### src/rtl/pipe_hazard_ctrl.sv
// Hazard and sequencing controller for a 5-stage pipeline without forwarding:
// RAW stalls, taken-branch squashes, HALT sequencing and performance counters.
module pipe_hazard_ctrl #(
    parameter int REG_AW = 5,
    parameter int CNT_W  = 32
) (
    input  logic              CLOCK,
    input  logic              RESET_N,
    input  logic              id_valid,
    input  logic [REG_AW-1:0] id_src1,
    input  logic              id_src1_used,
    input  logic [REG_AW-1:0] id_src2,
    input  logic              id_src2_used,
    input  logic [REG_AW-1:0] id_dst,
    input  logic              id_dst_wr,
    input  logic              id_halt,
    input  logic              ex_br_taken,
    output logic              pc_we,
    output logic              ifid_we,
    output logic              ifid_flush,
    output logic              idex_bubble,
    output logic              stall,
    output logic              done,
    output logic [CNT_W-1:0]  stall_cycles,
    output logic [CNT_W-1:0]  stall1_cnt,
    output logic [CNT_W-1:0]  stall2_cnt,
    output logic [CNT_W-1:0]  flush_cnt,
    output logic [CNT_W-1:0]  retire_cnt
);

    typedef struct packed {
        logic              v;
        logic              wr;
        logic [REG_AW-1:0] dst;
        logic              halt;
    } sb_entry_t;

    localparam logic [CNT_W-1:0] ONE = CNT_W'(1);

    sb_entry_t ex_q, ex_d, mem_q, mem_d, wb_q, wb_d;
    logic      stall_q, stall_d;
    logic      halt_seen_q, halt_seen_d;
    logic      done_q, done_d;
    logic [CNT_W-1:0] stall_cycles_q, stall_cycles_d;
    logic [CNT_W-1:0] stall1_q, stall1_d;
    logic [CNT_W-1:0] stall2_q, stall2_d;
    logic [CNT_W-1:0] flush_q, flush_d;
    logic [CNT_W-1:0] retire_q, retire_d;

    logic id_eff, haz_ex, haz_mem, raw, flush_act, stall_act, advance;

    // WB is never checked: the register file writes before it reads.
    assign haz_ex  = ex_q.v & ex_q.wr &
                     ((id_src1_used & (id_src1 == ex_q.dst)) |
                      (id_src2_used & (id_src2 == ex_q.dst)));
    assign haz_mem = mem_q.v & mem_q.wr &
                     ((id_src1_used & (id_src1 == mem_q.dst)) |
                      (id_src2_used & (id_src2 == mem_q.dst)));

    assign id_eff    = id_valid & ~halt_seen_q & ~done_q;
    assign raw       = id_eff & (haz_ex | haz_mem);
    assign flush_act = ex_br_taken & ex_q.v & ~done_q;
    assign stall_act = raw & ~flush_act;
    assign advance   = id_eff & ~flush_act & ~stall_act;

    always_comb begin
        pc_we       = ~halt_seen_q;
        ifid_we     = ~halt_seen_q;
        ifid_flush  = 1'b0;
        idex_bubble = ~id_eff;
        stall       = 1'b0;
        if (done_q) begin
            pc_we       = 1'b0;
            ifid_we     = 1'b0;
            idex_bubble = 1'b1;
        end else if (flush_act) begin
            pc_we       = 1'b1;
            ifid_we     = 1'b1;
            ifid_flush  = 1'b1;
            idex_bubble = 1'b1;
        end else if (raw) begin
            pc_we       = 1'b0;
            ifid_we     = 1'b0;
            idex_bubble = 1'b1;
            stall       = 1'b1;
        end
    end

    always_comb begin
        ex_d           = ex_q;
        mem_d          = mem_q;
        wb_d           = wb_q;
        stall_d        = stall_act;
        halt_seen_d    = halt_seen_q;
        done_d         = done_q;
        stall_cycles_d = stall_cycles_q;
        stall1_d       = stall1_q;
        stall2_d       = stall2_q;
        flush_d        = flush_q;
        retire_d       = retire_q;
        // Once HALT has retired the whole controller is frozen.
        if (!done_q) begin
            wb_d  = mem_q;
            mem_d = ex_q;
            ex_d  = advance ? '{v: 1'b1, wr: id_dst_wr, dst: id_dst, halt: id_halt} : '0;
            if (advance && id_halt) halt_seen_d = 1'b1;
            if (wb_q.v && wb_q.halt) done_d = 1'b1;
            if (wb_q.v) retire_d = retire_q + ONE;
            if (flush_act) flush_d = flush_q + ONE;
            if (stall_act) begin
                stall_cycles_d = stall_cycles_q + ONE;
                if (!stall_q) begin
                    if (haz_ex) stall2_d = stall2_q + ONE;
                    else        stall1_d = stall1_q + ONE;
                end
            end
        end
    end

    always_ff @(posedge CLOCK or negedge RESET_N) begin
        if (!RESET_N) begin
            ex_q           <= '0;
            mem_q          <= '0;
            wb_q           <= '0;
            stall_q        <= 1'b0;
            halt_seen_q    <= 1'b0;
            done_q         <= 1'b0;
            stall_cycles_q <= '0;
            stall1_q       <= '0;
            stall2_q       <= '0;
            flush_q        <= '0;
            retire_q       <= '0;
        end else begin
            ex_q           <= ex_d;
            mem_q          <= mem_d;
            wb_q           <= wb_d;
            stall_q        <= stall_d;
            halt_seen_q    <= halt_seen_d;
            done_q         <= done_d;
            stall_cycles_q <= stall_cycles_d;
            stall1_q       <= stall1_d;
            stall2_q       <= stall2_d;
            flush_q        <= flush_d;
            retire_q       <= retire_d;
        end
    end

    assign done         = done_q;
    assign stall_cycles = stall_cycles_q;
    assign stall1_cnt   = stall1_q;
    assign stall2_cnt   = stall2_q;
    assign flush_cnt    = flush_q;
    assign retire_cnt   = retire_q;

endmodule

### config.mk
export PLATFORM = sky130hd
export DESIGN_NAME = pipe_hazard_ctrl
export DESIGN_NICKNAME = d
export VERILOG_FILES = /design/src/rtl/pipe_hazard_ctrl.sv
export SDC_FILE = /design/constraint.sdc
export NUM_CORES = 1
export LEC_CHECK = 0
export CORE_ASPECT_RATIO = 0.5
export CORE_MARGIN = 3
export CORE_UTILIZATION = 51
export DETAILED_ROUTE_END_ITERATION = 10
export PLACE_DENSITY = 0.81
export REMOVE_ABC_BUFFERS = 1
export SLEW_MARGIN = 20
export SYNTH_ARGS = -nofsm -noshare
export SYNTH_HDL_FRONTEND = slang
export SYNTH_SLANG_ARGS = --single-unit
### constraint.sdc
create_clock -name CLOCK -period 2.48 [get_ports CLOCK]
set_input_delay 0.372 -clock CLOCK [delete_from_list [all_inputs] [get_ports CLOCK]]
set_output_delay 0.372 -clock CLOCK [all_outputs]
set_load 0.01 [all_outputs]
Yosys cells after proc, flatten, opt, wreduce, memory -nomap -nowiden
Cells that the tools add are included.
{"block": "totals", "word_cells": 75, "output_inout_bits": 166, "regBits": 181, "input_bits": 23}
{"block": "op_classes", "muxes": 14, "addsub": 5, "bitwise": 26, "eq_ne": 4, "n_reduce_logical": 8}
{"operator": "32-bit by 1-bit adder with 32-bit output (second input constant)", "count": 5}
{"operator": "5-bit equality test", "count": 4}
{"operator": "1-bit bitwise AND", "count": 16}
{"operator": "1-bit two-way mux", "count": 13}
{"operator": "8-bit two-way mux", "count": 1}
{"operator": "2-bit AND reduction", "count": 4}
{"operator": "4-bit AND reduction", "count": 2}
{"operator": "1-bit inverter", "count": 7}
{"operator": "1-bit OR", "count": 3}
{"operator": "1-bit logical AND", "count": 2}

Longest topological paths before layout
{"block": "logic_depth", "ltp_word": 11, "mapped_depth": 8, "mapped_depth_nobuf": 7}

Worst setup path after synthesis
OpenSTA, ideal clock, no wires.
{"block": "synth_path", "path_kind": "register to register", "startpoint": "reg stall2_q[0], in the netlist stall2_cnt[0]", "endpoint": "reg stall2_q[24], in the netlist stall2_cnt[24]", "period_less_slack_ns": 2.082, "setup_time_ns": 0.126, "n_path_buf": 2, "t_required_ns": 2.354, "stages_incl_launch_ff": 9, "arrival_time_ns": 1.956, "path_slack_ns": 0.398, "path_cell_list": "dfrtp_1 > ha_1 > nand2_1 > or2_2 > buf_2 > or4_4 > buf_6 > nand2b_4 > xnor2_2"}
{"block": "synth_between", "elab_chain_cells": 1}
{"item": "start, declared", "line": "46", "rtl": "logic [CNT_W-1:0] stall2_q, stall2_d;"}
{"item": "start signal, assigned", "line": "142", "rtl": "stall2_q <= stall2_d;"}
{"item": "32-bit by 1-bit adder with 32-bit output", "line": "113", "rtl": "if (haz_ex) stall2_d = stall2_q + ONE;"}
Every way passes these cells.
A chain may end at the register's enable or synchronous reset.

Final worst setup path
{"block": "layout_path", "startpoint": "in id_src2[4]", "endpoint": "out ifid_we"}
{"block": "layout_between", "elab_chain_cells": 9, "word_cells_on_any_way": 13, "cone_classes": "2 x eq/ne; 3 x mux; 8 x bitwise"}
{"item": "start, declared", "line": "12", "rtl": "input logic [REG_AW-1:0] id_src2,"}
{"item": "5-bit equality test (on tied branches)", "line": "55, 58"}
{"item": "1-bit bitwise AND (on tied branches)", "line": "55, 58"}
{"item": "1-bit OR (on tied branches)", "line": "54, 57"}
{"item": "1-bit bitwise AND (on tied branches)", "line": "53, 56"}
{"item": "1-bit OR *", "line": "61", "rtl": "assign raw = id_eff & (haz_ex | haz_mem);"}
{"item": "1-bit bitwise AND *", "line": "61"}
{"item": "1-bit two-way mux *", "line": "81", "rtl": "end else if (raw) begin"}
{"item": "1-bit two-way mux *", "line": "76", "rtl": "end else if (flush_act) begin"}
{"item": "1-bit two-way mux *", "line": "72", "rtl": "if (done_q) begin"}
{"item": "end, declared", "line": "19", "rtl": "output logic ifid_we,"}
Mark *: on every way between the ends. The rest lies on a longest branch, timed or not.

==> out/qor.csv <==
metric;value;unit
tightest_slew;647.1;ps
diodes;0;
die_x;186.0;µm
synth_ff_type;dfrtp_1;
core_area;15620;µm²
relSlewSlack;56.70;%
port_buffers;188;
grt_pass1_wl;31860;µm
hold_ws;466.9;ps
drtAntennaViolNets;0;
die_area;17850;µm²
synth-edff-count;0;
grt_pass1_vias;6404;
rows;32;
fin_area;11230;µm²
grt.total_usage;22.26;%
gr-usage-met3;4.228;%
drt_iter0_drc;331;
gp_congestion;0.8689;
cp-end-kind;output pin;
netSwitchingPower;1.666;mW
dp_hpwl;14060;µm
antenna_found_initial;0;
clk_latency;420;ps
use_met1;29.74;%
powerDensity;587.0;nW/µm²
syn_area;8258;µm²
fin_ws;-7.202;ps
yosysWarnings;0;
p_leak;5.147;nW
first_pass_iters;4;
finalSetupTns;-14.06;ps
p_int;4.925;mW
die_h;95.98;µm
peakVddDrop;0.4791;mV
multi_input_area;3605;µm²
routed_wl;19690;µm
status;finished, violations left;
cts.sinks;181;
num_vias;6371;
syn_avg_cell_area;11.10;µm²
globalRouteOverflowTotal;0;
nFillCells;1088;
drive_gt1_share;10.27;%
period_needed;2487;ps
worst-path-max-fanout;3;
hold_class;reg2reg;
post-route-drc-count;0;
pwr-share-clk;38.1;%
clockBufferDepth;2;
grt.met2_usage;37.86;%
wire_per_inst;16.58;µm
final-seq-area;4531;µm²
critPathKind;in2out;
async_flop_share;100.0;%
power_switching_share;25.28;%
failed_checks;negative setup slack;
initial_core_util;52.88;%
cp.arrival;2120;ps
via_per_inst;5.367;
pwr-share-comb;12.2;%
fmax;402.1;MHz
period_share;100.3;%
synth-seq-cells;181;
top_usage_layer;met2;
seq_area_frac_synth;54.85;%
seqPwrFrac;49.7;%
clkTransAtPathRegs;60;ps
layout.nets;999;
drv_slew;0;
dpl_cell_area;10570;µm²
cts_buffers;17;
worstPathRequired;2110;ps
grt_max_degree;67;
finalHoldViolations;0;
cap_violations;0;
ios;189;
clock-root-buffer;clkbuf_16;
setup_viol;3;
syn_inst;744;
clock_skew;12.87;ps
h-tree-depth;4;
cts_tree;done;
syn_to_final_growth;35.97;%
synthDistinctLibCells;46;
start_kind;input pin;
## per-stage QoR
step           util (%)  setup WS [ps]  std cells  total power, mW
2_1_floorplan         -         -137.0        728            3.655
3_3_place_gp      67.68         -125.5       1145            4.082
3_5_place_dp      67.68         -193.9       1145            4.128
4_1_cts           71.51         -6.695       1183            6.639
5_1_grt           71.91         -99.72       1187            6.866
6_report          71.91         -7.202       1187            6.592
## layout by cell type, fill, tap and decap left out, types with 5 or more instances in the layout
cell / n
a22o_1: 6
and2_1: 5
and3_1: 20
and4_1: 10
buf_12: 5
buf_4: 28
clkbuf_1: 5
clkbuf_16: 17
clkdlybuf4s50_1: 180
dfrtp_1: 180
ha_1: 5
inv_1: 22
mux2_2: 12
nand2_1: 74
nand3_1: 44
nand4_1: 41
nor2_1: 32
nor3_1: 40
nor4_1: 18
xnor2_1: 99
xor2_1: 74
## power groups by stage
stage	combinational [mW]	sequential, mW	clock [mW]
final	0.804	3.28	2.51
after CTS	0.803	3.28	2.56
after global routing	0.868	3.30	2.70
after global placement	0.762	3.32	0
after detailed placement	0.796	3.33	0
after floorplan	0.303	3.35	0
## layer usage
| layer | vias to the layer above | wire [µm] |
|---|---|---|
| met2 | 146 | 9812 |
| li1 | 3013 | - |
| met1 | 3186 | 8804 |
| met3 | 26 | 765 |
| met5 | - | 0 |
| met4 | 0 | 302 |
## synthesized netlist by cell type, drive strengths merged, types with 9 or more instances
cell type  count  area (µm²)
and3          21       132.6
and4          10       87.58
buf            9       52.55
dfrtp        181        4529
inv           22       82.58
mux2          12       135.1
nand2         75       281.5
nand3         44       220.2
nand4         42       269.0
nor2          37       156.4
nor3          41       205.2
nor4          20       137.6
xnor2        101       892.1
xor2          74       648.1
## cell families (layout without fill, tap and decap cells)
| family | Yosys count | in the layout | share of synthesized area (%) |
|---|---|---|---|
| flops | 181 | 181 | 54.85 |
| fa+ha+maj | 5 | 5 | 0.7576 |
| xor+xnor | 175 | 175 | 18.65 |
| buf+inv | 38 | 277 | 1.955 |
| mux | 12 | 12 | 1.636 |
| simple gates | 319 | 319 | 20.62 |
| compound gates | 14 | 14 | 1.530 |
## registers in the layout, summed over array words and instances (netlist names), 2 cells and up
signal / cells
retire_cnt: 32
stall2_cnt: 32
mem_q: 8
flush_cnt: 32
stall_cycles: 32
ex_q: 8
wb_q: 2
stall1_cnt: 32
## worst paths after layout
path,to,startpoint,depth (start not counted),slack (ps)
worst max-delay path,ifid_we,id_src2[4],9,-7
worst min-delay path,stall2_cnt[31],stall2_cnt[31],1,470
worst max register to register,stall1_cnt[11],mem_q[5],10,90
worst min register to register,stall2_cnt[31],stall2_cnt[31],1,470
max in group asynchronous,stall2_cnt[22],RESET_N,3,1200
min in group asynchronous,stall1_cnt[25],RESET_N,2,520
## worst max-delay path, stage by stage
cell             delay, ps
clkdlybuf4s50_1        470
xnor2_1                260
nand4_1                210
o22ai_4                250
buf_6                  130
o21ai_0                100
nand2_1                 90
nand2_2                 70
buf_2                  160
## layout make-up
| type | count | area share [%] |
|---|---|---|
| timing repair buffer | 224 | 19.76 |
| inverter | 22 | 0.7355 |
| sequential | 181 | 40.35 |
| clock inverter | 8 | 0.7020 |
| multi-input combinational | 525 | 32.10 |
| clock buffer | 23 | 4.078 |
| tap | 204 | 2.273 |
## what timing repair did
action,in CTS,in global routing
buffers inserted,6,4
pin swaps,4,9
gates resized for setup,12,11
endpoints found under the hold margin,63,0
cloned,0,0
hold buffers,1,0
endpoints found under the setup margin,4,4
Note: power is estimated with default switching activity, not from simulation.
